[src/rtl/id_issue_pkg.sv]
// id_issue_pkg: shared codes, widths and the instruction decoder for the
// decode/issue stage. Covers the logic-immediate and logic-register subset.
package id_issue_pkg;

    localparam int INST_W  = 32;
    localparam int REG_W   = 32;
    localparam int RADDR_W = 5;

    localparam logic [REG_W-1:0] ZeroWord  = '0;
    localparam logic             RstEnable = 1'b1;

    localparam logic [5:0] OP_SPECIAL = 6'b000000;
    localparam logic [5:0] OP_ANDI    = 6'b001100;
    localparam logic [5:0] OP_ORI     = 6'b001101;
    localparam logic [5:0] OP_XORI    = 6'b001110;
    localparam logic [5:0] OP_LUI     = 6'b001111;

    localparam logic [5:0] FN_AND = 6'b100100;
    localparam logic [5:0] FN_OR  = 6'b100101;
    localparam logic [5:0] FN_XOR = 6'b100110;
    localparam logic [5:0] FN_NOR = 6'b100111;

    typedef enum logic [7:0] {
        ALU_NOP = 8'h00,
        ALU_AND = 8'h24,
        ALU_OR  = 8'h25,
        ALU_XOR = 8'h26,
        ALU_NOR = 8'h27
    } aluop_e;

    typedef enum logic [2:0] {
        SEL_NOP   = 3'b000,
        SEL_LOGIC = 3'b001
    } alusel_e;

    typedef struct packed {
        logic               re1;
        logic               re2;
        logic [RADDR_W-1:0] ra1;
        logic [RADDR_W-1:0] ra2;
        aluop_e             aluop;
        alusel_e            alusel;
        logic [REG_W-1:0]   imm;
        logic [RADDR_W-1:0] wd;
        logic               wreg;
        logic               illegal;
    } dec_t;

    function automatic dec_t decode(input logic [INST_W-1:0] inst);
        dec_t        d;
        logic [5:0]  op;
        logic [5:0]  fn;
        logic [4:0]  rs;
        logic [4:0]  rt;
        logic [4:0]  rd;
        logic [15:0] imm;
        d   = '0;
        op  = inst[31:26];
        rs  = inst[25:21];
        rt  = inst[20:16];
        rd  = inst[15:11];
        fn  = inst[5:0];
        imm = inst[15:0];
        unique case (op)
            OP_ORI, OP_ANDI, OP_XORI: begin
                d.re1    = 1'b1;
                d.ra1    = rs;
                d.imm    = {16'h0, imm};
                d.wd     = rt;
                d.wreg   = 1'b1;
                d.alusel = SEL_LOGIC;
                if (op == OP_ANDI)
                    d.aluop = ALU_AND;
                else if (op == OP_XORI)
                    d.aluop = ALU_XOR;
                else
                    d.aluop = ALU_OR;
            end
            OP_LUI: begin
                // OR against a zero first operand places imm in the upper half
                d.imm    = {imm, 16'h0};
                d.wd     = rt;
                d.wreg   = 1'b1;
                d.alusel = SEL_LOGIC;
                d.aluop  = ALU_OR;
            end
            OP_SPECIAL: begin
                unique case (fn)
                    FN_AND:  d.aluop = ALU_AND;
                    FN_OR:   d.aluop = ALU_OR;
                    FN_XOR:  d.aluop = ALU_XOR;
                    FN_NOR:  d.aluop = ALU_NOR;
                    default: d.illegal = 1'b1;
                endcase
                if (!d.illegal) begin
                    d.re1    = 1'b1;
                    d.re2    = 1'b1;
                    d.ra1    = rs;
                    d.ra2    = rt;
                    d.wd     = rd;
                    d.wreg   = 1'b1;
                    d.alusel = SEL_LOGIC;
                end
            end
            default: d.illegal = 1'b1;
        endcase
        // $0 is hardwired: never written, never tracked
        if (d.wd == '0)
            d.wreg = 1'b0;
        return d;
    endfunction

endpackage

[src/rtl/id_scoreboard.sv]
// id_scoreboard: 32-entry pending-write vector for the issue stage.
// Ports: set_* (issue), clr_* (writeback), chk1/chk2/chkd lookups -> busy*.
module id_scoreboard
    import id_issue_pkg::*;
(
    input  logic               clk,
    input  logic               rst,
    input  logic               set_en_i,
    input  logic [RADDR_W-1:0] set_addr_i,
    input  logic               clr_en_i,
    input  logic [RADDR_W-1:0] clr_addr_i,
    input  logic               chk1_en_i,
    input  logic [RADDR_W-1:0] chk1_addr_i,
    input  logic               chk2_en_i,
    input  logic [RADDR_W-1:0] chk2_addr_i,
    input  logic               chkd_en_i,
    input  logic [RADDR_W-1:0] chkd_addr_i,
    output logic               busy1_o,
    output logic               busy2_o,
    output logic               busyd_o
);

    logic [31:0] pend_q;
    logic [31:0] pend_d;

    // A writeback to the same register this cycle resolves the hazard:
    // the regfile bypasses the write data onto its read port.
    assign busy1_o = chk1_en_i && (chk1_addr_i != '0) && pend_q[chk1_addr_i]
                     && !(clr_en_i && (clr_addr_i == chk1_addr_i));
    assign busy2_o = chk2_en_i && (chk2_addr_i != '0) && pend_q[chk2_addr_i]
                     && !(clr_en_i && (clr_addr_i == chk2_addr_i));
    assign busyd_o = chkd_en_i && (chkd_addr_i != '0) && pend_q[chkd_addr_i]
                     && !(clr_en_i && (clr_addr_i == chkd_addr_i));

    // Set is applied after clear so a new writer keeps its bit.
    always_comb begin
        pend_d = pend_q;
        if (clr_en_i && (clr_addr_i != '0))
            pend_d[clr_addr_i] = 1'b0;
        if (set_en_i && (set_addr_i != '0))
            pend_d[set_addr_i] = 1'b1;
    end

    always_ff @(posedge clk) begin
        if (rst == RstEnable)
            pend_q <= '0;
        else
            pend_q <= pend_d;
    end

endmodule

[src/rtl/id_issue.sv]
// id_issue: decode/issue stage in front of the 32x32 regfile; drives the two
// read ports, stalls on RAW/WAW via id_scoreboard, and holds a one-entry slot
// for EX (ex_*). Handshakes: in_valid/in_ready upstream, ex_valid/ex_ready
// downstream; wb_* clears pending bits. Define ID_FWD_EN for fwd_* bypass.
module id_issue
    import id_issue_pkg::*;
(
    input  logic               clk,
    input  logic               rst,
    input  logic               in_valid,
    input  logic [INST_W-1:0]  in_inst,
    output logic               in_ready,
    output logic               re1,
    output logic [RADDR_W-1:0] raddr1,
    input  logic [REG_W-1:0]   rdata1,
    output logic               re2,
    output logic [RADDR_W-1:0] raddr2,
    input  logic [REG_W-1:0]   rdata2,
    input  logic               wb_we,
    input  logic [RADDR_W-1:0] wb_waddr,
`ifdef ID_FWD_EN
    input  logic               fwd_we,
    input  logic [RADDR_W-1:0] fwd_waddr,
    input  logic [REG_W-1:0]   fwd_wdata,
`endif
    output logic               ex_valid,
    input  logic               ex_ready,
    output logic [7:0]         ex_aluop,
    output logic [2:0]         ex_alusel,
    output logic [REG_W-1:0]   ex_reg1,
    output logic [REG_W-1:0]   ex_reg2,
    output logic [RADDR_W-1:0] ex_wd,
    output logic               ex_wreg,
    output logic               ex_illegal
);

    dec_t               dec;
    logic               busy1;
    logic               busy2;
    logic               busyd;
    logic               fwd1;
    logic               fwd2;
    logic [REG_W-1:0]   src1;
    logic [REG_W-1:0]   src2;
    logic               hazard;
    logic               accept;
    logic [REG_W-1:0]   op1_d;
    logic [REG_W-1:0]   op2_d;

    logic               ex_valid_q;
    logic [7:0]         aluop_q;
    logic [2:0]         alusel_q;
    logic [REG_W-1:0]   reg1_q;
    logic [REG_W-1:0]   reg2_q;
    logic [RADDR_W-1:0] wd_q;
    logic               wreg_q;
    logic               illegal_q;

    assign dec = decode(in_inst);

    assign re1    = in_valid & dec.re1;
    assign re2    = in_valid & dec.re2;
    assign raddr1 = in_valid ? dec.ra1 : '0;
    assign raddr2 = in_valid ? dec.ra2 : '0;

`ifdef ID_FWD_EN
    // EX result beats the regfile/wb bypass; it resolves RAW only, not WAW.
    assign fwd1 = fwd_we && re1 && (raddr1 != '0) && (fwd_waddr == raddr1);
    assign fwd2 = fwd_we && re2 && (raddr2 != '0) && (fwd_waddr == raddr2);
    assign src1 = fwd1 ? fwd_wdata : rdata1;
    assign src2 = fwd2 ? fwd_wdata : rdata2;
`else
    assign fwd1 = 1'b0;
    assign fwd2 = 1'b0;
    assign src1 = rdata1;
    assign src2 = rdata2;
`endif

    id_scoreboard u_sb (
        .clk         (clk),
        .rst         (rst),
        .set_en_i    (accept & dec.wreg),
        .set_addr_i  (dec.wd),
        .clr_en_i    (wb_we),
        .clr_addr_i  (wb_waddr),
        .chk1_en_i   (re1),
        .chk1_addr_i (raddr1),
        .chk2_en_i   (re2),
        .chk2_addr_i (raddr2),
        .chkd_en_i   (in_valid & dec.wreg),
        .chkd_addr_i (dec.wd),
        .busy1_o     (busy1),
        .busy2_o     (busy2),
        .busyd_o     (busyd)
    );

    assign hazard   = (busy1 & ~fwd1) | (busy2 & ~fwd2) | busyd;
    assign in_ready = ~hazard & (~ex_valid_q | ex_ready);
    assign accept   = in_valid & in_ready;

    assign op1_d = dec.re1 ? src1 : ZeroWord;
    assign op2_d = dec.re2 ? src2 : dec.imm;

    always_ff @(posedge clk) begin
        if (rst == RstEnable) begin
            ex_valid_q <= 1'b0;
            aluop_q    <= '0;
            alusel_q   <= '0;
            reg1_q     <= '0;
            reg2_q     <= '0;
            wd_q       <= '0;
            wreg_q     <= 1'b0;
            illegal_q  <= 1'b0;
        end else if (accept) begin
            ex_valid_q <= 1'b1;
            aluop_q    <= dec.aluop;
            alusel_q   <= dec.alusel;
            reg1_q     <= op1_d;
            reg2_q     <= op2_d;
            wd_q       <= dec.wd;
            wreg_q     <= dec.wreg;
            illegal_q  <= dec.illegal;
        end else if (ex_ready) begin
            ex_valid_q <= 1'b0;
        end
    end

    assign ex_valid   = ex_valid_q;
    assign ex_aluop   = aluop_q;
    assign ex_alusel  = alusel_q;
    assign ex_reg1    = reg1_q;
    assign ex_reg2    = reg2_q;
    assign ex_wd      = wd_q;
    assign ex_wreg    = wreg_q;
    assign ex_illegal = illegal_q;

endmodule
[config.mk]
export PLATFORM = sky130hd
export DESIGN_NAME = id_issue
export DESIGN_NICKNAME = d
export VERILOG_FILES = /design/src/rtl/id_issue_pkg.sv /design/src/rtl/id_scoreboard.sv /design/src/rtl/id_issue.sv
export SDC_FILE = /design/constraint.sdc
export NUM_CORES = 1
export LEC_CHECK = 0
export ABC_AREA = 1
export CORE_MARGIN = 2
export CORE_UTILIZATION = 40
export DETAILED_ROUTE_END_ITERATION = 6
export PLACE_DENSITY_LB_ADDON = 0.08
export REMOVE_ABC_BUFFERS = 1
export SETUP_SLACK_MARGIN = 0.15
export SLEW_MARGIN = 20
export SYNTH_ARGS = -nofsm -noshare
export SYNTH_HDL_FRONTEND = slang
export SYNTH_HIERARCHICAL = 1
export SYNTH_SLANG_ARGS = --single-unit
[constraint.sdc]
create_clock -name clk -period 4.35 [get_ports clk]
set_input_delay 0.87 -clock clk [delete_from_list [all_inputs] [get_ports clk]]
set_output_delay 0.87 -clock clk [all_outputs]
set_load 0.02 [all_outputs]
==> results of run 1 <==
layout make-up:
class | count | area (um^2) | area share
Inverter | 113 | 437.9 | 0.04651
Timing Repair Buffer | 299 | 2836 | 0.3013
Clock buffer | 9 | 225.2 | 0.02392
Sequential cell | 107 | 2142 | 0.2275
Clock inverter | 7 | 93.84 | 0.009967
Tap cell | 188 | 235.2 | 0.02498
Multi-Input combinational cell | 751 | 3445 | 0.3658
stage by stage:
| stage | hold slack, ns | util |
|---|---|---|
| after detailed placement | 0.4539 | 0.5774 |
| final | 0.4648 | 0.6193 |
| after CTS | 0.4658 | 0.6054 |
| after global routing | 0.4831 | 0.6193 |
| after global placement | 0.4493 | 0.5774 |
| after floorplan | 0.4317 | - |
repair_timing:
item                                   in CTS  in global routing
pin swaps                                   7                 23
setup endpoints to repair                  10                102
endpoints found under the hold margin       0                  0
buffers inserted                            2                 14
gates cloned                                0                  1
gates resized for setup                    35                 51
path summary, 6_finish.rpt:
kind / startpoint / to
setup / recovery: in_inst[28] / in_ready
hold / removal: ex_reg2[2] / ex_reg2[2]
setup reg to reg: u_sb/pend_q[0] / u_sb/pend_q[17]
hold reg to reg: ex_reg2[2] / ex_reg2[2]
state kept, by name (all words and copies together), names as in the netlist:
| register | cells |
|---|---|
| ex_illegal | 1 |
| ex_aluop | 3 |
| ex_reg2 | 32 |
| ex_valid | 1 |
| ex_wd | 5 |
| ex_reg1 | 32 |
| u_sb/pend_q | 32 |
| ex_wreg | 1 |
tightest hold or removal path, stage by stage, from the launching register on:
cell     delay, ns
dfxtp_1       0.32
nand2_1       0.06
a21oi_1       0.05
report_power, final:
part | internal [W] | switching (W) | total (W)
Combinational | 0.000197 | 0.000214 | 0.000412
Sequential | 0.00101 | 0.0000135 | 0.00102
Clock | 0.000420 | 0.000448 | 0.000868
placed cells by master (no fill, tap or decap), types with 2 or more instances in the layout:
cell,n
nand2_4,3
clkbuf_16,10
nor3_4,2
dlymetal6s2s_1,6
nand2_2,7
buf_12,5
a21oi_1,91
o211ai_1,3
clkbuf_2,5
nor3_2,2
o21ai_0,89
a21oi_2,2
nand4_1,11
nor2_4,7
conb_1,6
inv_4,3
a22oi_1,3
clkdlybuf4s50_1,182
dfxtp_1,107
inv_2,15
inv_1,93
clkinv_8,3
buf_6,9
nor2_2,12
nand3_1,69
nor2_1,113
o21ai_1,27
nand3_2,3
buf_4,89
nand2_1,294
inv_6,3
per-layer routing:
layer	vias up	wire length (um)
met4	0	958
met2	308	11170
met1	3352	9534
met5	-	0
met3	70	2032
li1	3766	-
logic make-up (layout without fill, tap and decap cells):
| group | count (synthesis) | in the layout | share of synthesized area |
|---|---|---|---|
| AND/OR/NAND/NOR | 526 | 526 | 0.3460 |
| AO/OA/AOI/OAI | 218 | 218 | 0.1786 |
| buffers and inverters | 175 | 428 | 0.1294 |
| flip-flops | 107 | 107 | 0.3440 |
| other | 1 | 6 | 0.0006022 |
| XOR/XNOR | 1 | 1 | 0.001407 |
==> metrics.md, run 1 <==
| Metric | Value |
|---|---|
| RSZ-0062 raised after global routing | `false` |
| Worst-path clk slew | `0.09 ns` |
| Drt drc | `0` |
| H-tree Lvls | `3` |
| Setup TNS Final | `0 ns` |
| Pwr dens | `244.3 mW/mm^2` |
| Fin cells | `1,474` |
| Seq/Total Area, Yosys | `0.3440` |
| Commonest cells in the netlist | `nand2_1 (302), nor2_1 (130), dfxtp_1 (107)` |
| Slack of the critical path | `0.3896 ns` |
| Busiest layer in global routing | `met2` |
| CP Cell Sequence | `dlymetal6s2s_1, nor2_1, nand2_2, nor2_4, buf_4, buf_4, nand2_1, nand2_2, buf_12, buf_6, buf_4, nand2_1, o21ai_1, nand2_1, nand3_2, nor2_1, nand2_1, nand2_1, nor2_2, nor3_2, nand2_1, buf_4, inv_2, buf_6` |
| M1 GR Usage | `0.3330` |
| Reg2reg setup slack | `1.58 ns` |
| IO buf count | `195` |
| Starting Density | `0.4096` |
| Share of cells above drive strength 1 | `0.1454` |
| Syn Std Cell Area | `0.006227 mm^2` |
| Post-synthesis register bit count | `107` |
| CTS Buffer Depth | `2` |
| Max-Cap Viols | `0` |
| Via count of the first global-routing pass | `6,961` |
| First-pass GRT wire length | `36,560 um` |
| Synth area leader | `dfxtp_1` |
| Crit-path max FO | `7` |
| Post-synth EDFFs | `0` |
| CP Data Required Time | `3.48 ns` |
| Hold-critical path depth | `2` |
| Detailed-route via count | `7,496` |
| Drt pass-1 iters | `5` |
| DP Wirelength | `17,200 um` |
| Slew Limit Fails | `0` |
| Final hold viol count | `0` |
| DR WL/cell | `16.08 um` |
| Top-area cell type share of the netlist area | `0.3440` |
| N_diodes | `0` |
| Grt met2 use | `0.4749` |
| WP buf/inv | `9` |
| Design Area, Final | `0.009415 mm^2` |
| Most Frequent Cell on Critical Path | `nand2_1` |
| Fillers | `1,507` |
| Prevailing post-synth register cell | `dfxtp_1` |
| Post-Place Cell Area | `0.008778 mm^2` |
| Netlist cell types | `33` |
| Period utilisation layout | `0.9104` |
| RePlAce Congestion | `0.9067` |
| Least-Margin Pin Slew | `0.9409 ns` |
| Core Footprint | `0.01520 mm^2` |
| Slowest stage cell, crit path | `nor3_2` |
| Post-Synthesis Cells | `1,028` |
| Top cells by area, synth | `dfxtp_1 (34%), nand2_1 (18%), nor2_1 (7.8%), a21oi_1 (7.5%), o21ai_0 (7.3%)` |
| Worst Clk Skew | `0.01626 ns` |
| Fin nets | `1,387` |
| GRT met3 Usage | `0.08399` |
| CP Class | `in -> out` |
| Leakage power | `4.135 nW` |
| Startpoint class of the critical path | `primary input` |
| Placed Cells | `1,441` |
| Post-DRT Antenna Nets | `0` |
| CP peak stage delay | `0.18 ns` |
| HP Class | `reg -> reg` |
| CTS tree | `yes` |
| Yosys warns | `6` |
| CP delay by family, top | `simple AND/OR/NAND/NOR gates` |
| F_max | `252.5 MHz` |
| Die Span X | `128.8 um` |
| Crit path depth | `24` |
| Final Power | `0.002300 W` |
| Worst r2r path cells | `21` |
| GRT Residual Overflow | `0` |
| Most common cell in the synthesized netlist | `nand2_1` |
| Initial DRC Count | `556` |
| Worst Path Arrival | `3.09 ns` |
| Mapped Avg Cell Area | `6.058 um^2` |
| Rel. slew slack | `0.3720` |
| Min Tclk post-route | `3.960 ns` |
| Peak VDD IR | `281.4 uV` |
| Worst Setup Slack post-DPL | `-0.4596 ns` |
| Drt total wl | `23,700 um` |
| Status | `finished, final reports clean` |
| Worst setup EP type | `output port` |
| Total Routing Usage GR | `0.2820` |
| Worst-Skew Late Latency | `0.37 ns` |
| CTS sink count | `107` |
| Cts-stage hold buffer count | `0` |
| Asr flop ratio synth | `0` |
| Vias per cell | `5.085` |
| DIE AREA | `0.01658 mm^2` |
| Total CTS buffers | `9` |
| Root Buffer | `clkbuf_16` |
| Rows | `45` |
| Die height | `128.8 um` |
| I/O pin total | `202` |
| Area grow syn2layout | `51.20%` |
| Final setup viols | `0` |
| Initial antenna violation count | `0` |
| Largest net degree at the start of global routing | `73` |
(Power assumes the default switching activity.)
==> inputs of run 2 (changes only) <==
==> constraint.sdc (replaced) <==
create_clock -name clk -period 4.3 [get_ports clk]
set_input_delay 0.43 -clock clk [delete_from_list [all_inputs] [get_ports clk]]
set_output_delay 0.43 -clock clk [all_outputs]
set_load 0.02 [all_outputs]
==> run 2 against run 1 <==
Against the previous run:
- sequential share of layout area rose by 1.7 points
- sequential cell count unchanged
- clock power rose by 2%
- global-route usage down 1.0 points
- non-clock buffer count decreased by 67
- routed wire length fell by 4.9%
- register-to-register slack better by 0.21 ns
- critical path depth grew 2
- critical path type is now in -> reg
- highest routed layer unchanged
==> metrics.md, run 2 (synthesis gave the netlist of run 1 again) <==
| Metric | Value |
|---|---|
| Period utilisation layout | `0.8794` |
| Post-DRT Antenna Nets | `0 (unchanged)` |
| Worst r2r path cells | `18 (-14%)` |
| DIE AREA | `0.01658 mm^2 (unchanged)` |
| Worst setup EP type | `register` |
| Status | `finished, final reports clean` |
| Leakage power | `3.720 nW (-10%)` |
| Reg2reg setup slack | `1.79 ns (+0.21 ns)` |
| R2R Path End | `u_sb/pend_q[20]` |
| Rel. slew slack | `0.4066 (+0.03459)` |
| Final setup viols | `0 (unchanged)` |
| Rows | `45 (unchanged)` |
| Setup TNS Final | `0 ns (unchanged)` |
| Core Footprint | `0.01520 mm^2 (unchanged)` |
| Area grow syn2layout | `40.71%` |
| Pwr dens | `263.7 mW/mm^2 (+8.0%)` |
| Multi-input logic area | `0.003334 mm^2 (-3.2%)` |
| Clk pwr share | `0.384 (+0.007)` |
| CP Class | `in -> reg` |
| Die height | `128.8 um (unchanged)` |
| Fin nets | `1,320 (-4.8%)` |
| Slew Limit Fails | `0 (unchanged)` |
| Via count of the first global-routing pass | `6,884 (-1.1%)` |
| DP Wirelength | `16,330 um (-5.0%)` |
| Largest net degree at the start of global routing | `75 (+2.7%)` |
| Register area | `0.002142 mm^2 (unchanged)` |
| Final Power | `0.002311 W (+0.47%)` |
| Cts-stage hold buffer count | `0 (unchanged)` |
| Least-Margin Pin Slew | `0.8891 ns (-0.05182 ns)` |
| Peak VDD IR | `213.4 uV (-24%)` |
| Crit-path max FO | `10 (+3)` |
| Worst Clk Skew | `0.01220 ns (-0.004063 ns)` |
| Hold_sp | `ex_reg2[11]` |
| CTS Buffer Depth | `2 (unchanged)` |
| NetSw | `0.0006807 W (+0.79%)` |
| N_diodes | `0 (unchanged)` |
| GRT Residual Overflow | `0 (unchanged)` |
| Drt pass-1 iters | `6 (+1)` |
| Reg2reg start | `u_sb/pend_q[1]` |
| Worst-path clk slew | `0.08 ns (about the same)` |
| Hold-critical path depth | `2 (unchanged)` |
| Total CTS buffers | `9 (unchanged)` |
| DR WL/cell | `16.01 um (-0.38%)` |
| Min-Delay Endpoint | `ex_reg2[11]` |
| Startpoint class of the critical path | `primary input` |
| Commonest non-fill, non-tap cell in the layout | `nand2_1` |
| CTS tree | `yes` |
| CP Data Required Time | `4.59 ns (+1.11 ns)` |
| WHS | `0.4686 ns (+0.003852 ns)` |
| Drt total wl | `22,530 um (-4.9%)` |
| H-tree Lvls | `3 (unchanged)` |
| Starting Density | `0.4096 (unchanged)` |
| Seq pwr share | `0.447 (+0.003)` |
| Share of cells above drive strength 1 | `0.06563 (-0.07978)` |
| IO buf count | `195 (unchanged)` |
| HP Class | `reg -> reg` |
| Drt drc | `0 (unchanged)` |
| Final hold viol count | `0 (unchanged)` |
| Initial antenna violation count | `0 (unchanged)` |
| Cell-internal power | `0.001630 W (+0.34%)` |
| Fillers | `1,537 (+2.0%)` |
| I/O pin total | `202 (unchanged)` |
| First-pass GRT wire length | `35,470 um (-3.0%)` |
| CTS sink count | `107 (unchanged)` |
| Detailed-route via count | `7,280 (-2.9%)` |
| Initial DRC Count | `536 (-3.6%)` |
| Max-Cap Viols | `0 (unchanged)` |
| Logic gate share of total power | `0.169 (-0.010)` |
| RePlAce Congestion | `0.9586 (+5.7%)` |
| Sw Share | `0.2946 (+0.0009325)` |
| Min Tclk post-route | `3.781 ns` |
| Worst Path Arrival | `4.08 ns (+0.99 ns)` |
| F_max | `264.4 MHz` |
| Most frequent cells in the layout | `nand2_1 (301), clkdlybuf4s50_1 (193), nor2_1 (125)` |
| Root Buffer | `clkbuf_16` |
| Vias per cell | `5.174 (+1.7%)` |
| Die Span X | `128.8 um (unchanged)` |
| Total Routing Usage GR | `0.2716 (-0.01045)` |
| Worst-Skew Late Latency | `0.37 ns (about the same)` |
| RSZ-0062 raised after global routing | `true` |
## run 2: stage by stage
step	area (um^2)	utilization	std cells	worst slack (ns)
global placement	8368	0.5505	1388	0.05105
CTS	8687	0.5714	1404	0.1747
global route	8762	0.5764	1407	0.1295
detailed placement	8368	0.5505	1388	0.01895
floorplan	5873	-	971	-3.349
finish	8762	0.5764	1407	0.5185
## run 2: layout make-up
type | count | share of cell area
well taps | 188 | 0.02685
flip-flops and latches | 107 | 0.2445
multi-input cells | 751 | 0.3806
repair buffers | 232 | 0.2623
clock buffers | 9 | 0.02570
clock inverters | 7 | 0.01071
inverters | 113 | 0.04941
## run 2: power groups by stage
stage / clock network [W] / logic (W) / registers, W
6_report: 0.000887 / 0.000391 / 0.00103
3_5_place_dp: 0 / 0.000388 / 0.00106
2_1_floorplan: 0 / 0.000116 / 0.00109
5_1_grt: 0.000944 / 0.000424 / 0.00104
4_1_cts: 0.000906 / 0.000390 / 0.00103
3_3_place_gp: 0 / 0.000389 / 0.00106
## run 2: layer usage
| layer | vias to the layer above | GRT usage | wire [um] |
|---|---|---|---|
| met3 | 55 | 0.1002 | 2125 |
| met5 | - | 0 | 0 |
| met1 | 3281 | 0.3245 | 9158 |
| li1 | 3632 | - | - |
| met2 | 312 | 0.4429 | 10480 |
| met4 | 0 | 0.1100 | 772 |
## run 2: timing repair
item	in CTS	in global routing
gates resized for setup	0	10
setup endpoints to repair	0	28
setup buffers	0	2
## run 2: worst max-delay path, stage by stage
cell and delay (ns):
clkdlybuf4s50_1 0.46, or2_1 0.28, nor2_4 0.13, nand2_4 0.12, nand2_2 0.11, nand2_1 0.08, buf_4 0.15, nor2_1 0.12
buf_6 0.16, inv_2 0.09, nor2_1 0.12, nor2_1 0.05, nor2_1 0.10, nand2_1 0.06, nand2_1 0.07, nor2_1 0.05
nor3_1 0.18, nand2_1 0.14, nor2_4 0.14, o21ai_1 0.09, nor2_1 0.14, buf_4 0.15, nand2_2 0.10, nor3_2 0.28
nand2_1 0.10, a21oi_1 0.14
## run 2: worst max path at each step
stage / from / to / slack [ns]
final: in_inst[27] / u_sb/pend_q[20] / 0.52
after floorplan: in_inst[31] / ex_wd[4] / -3.35
after CTS: in_inst[27] / in_ready / 0.17
after global routing: in_inst[27] / u_sb/pend_q[22] / 0.13
after global placement: in_inst[27] / u_sb/pend_q[14] / 0.05
after detailed placement: in_inst[27] / u_sb/pend_q[14] / 0.02
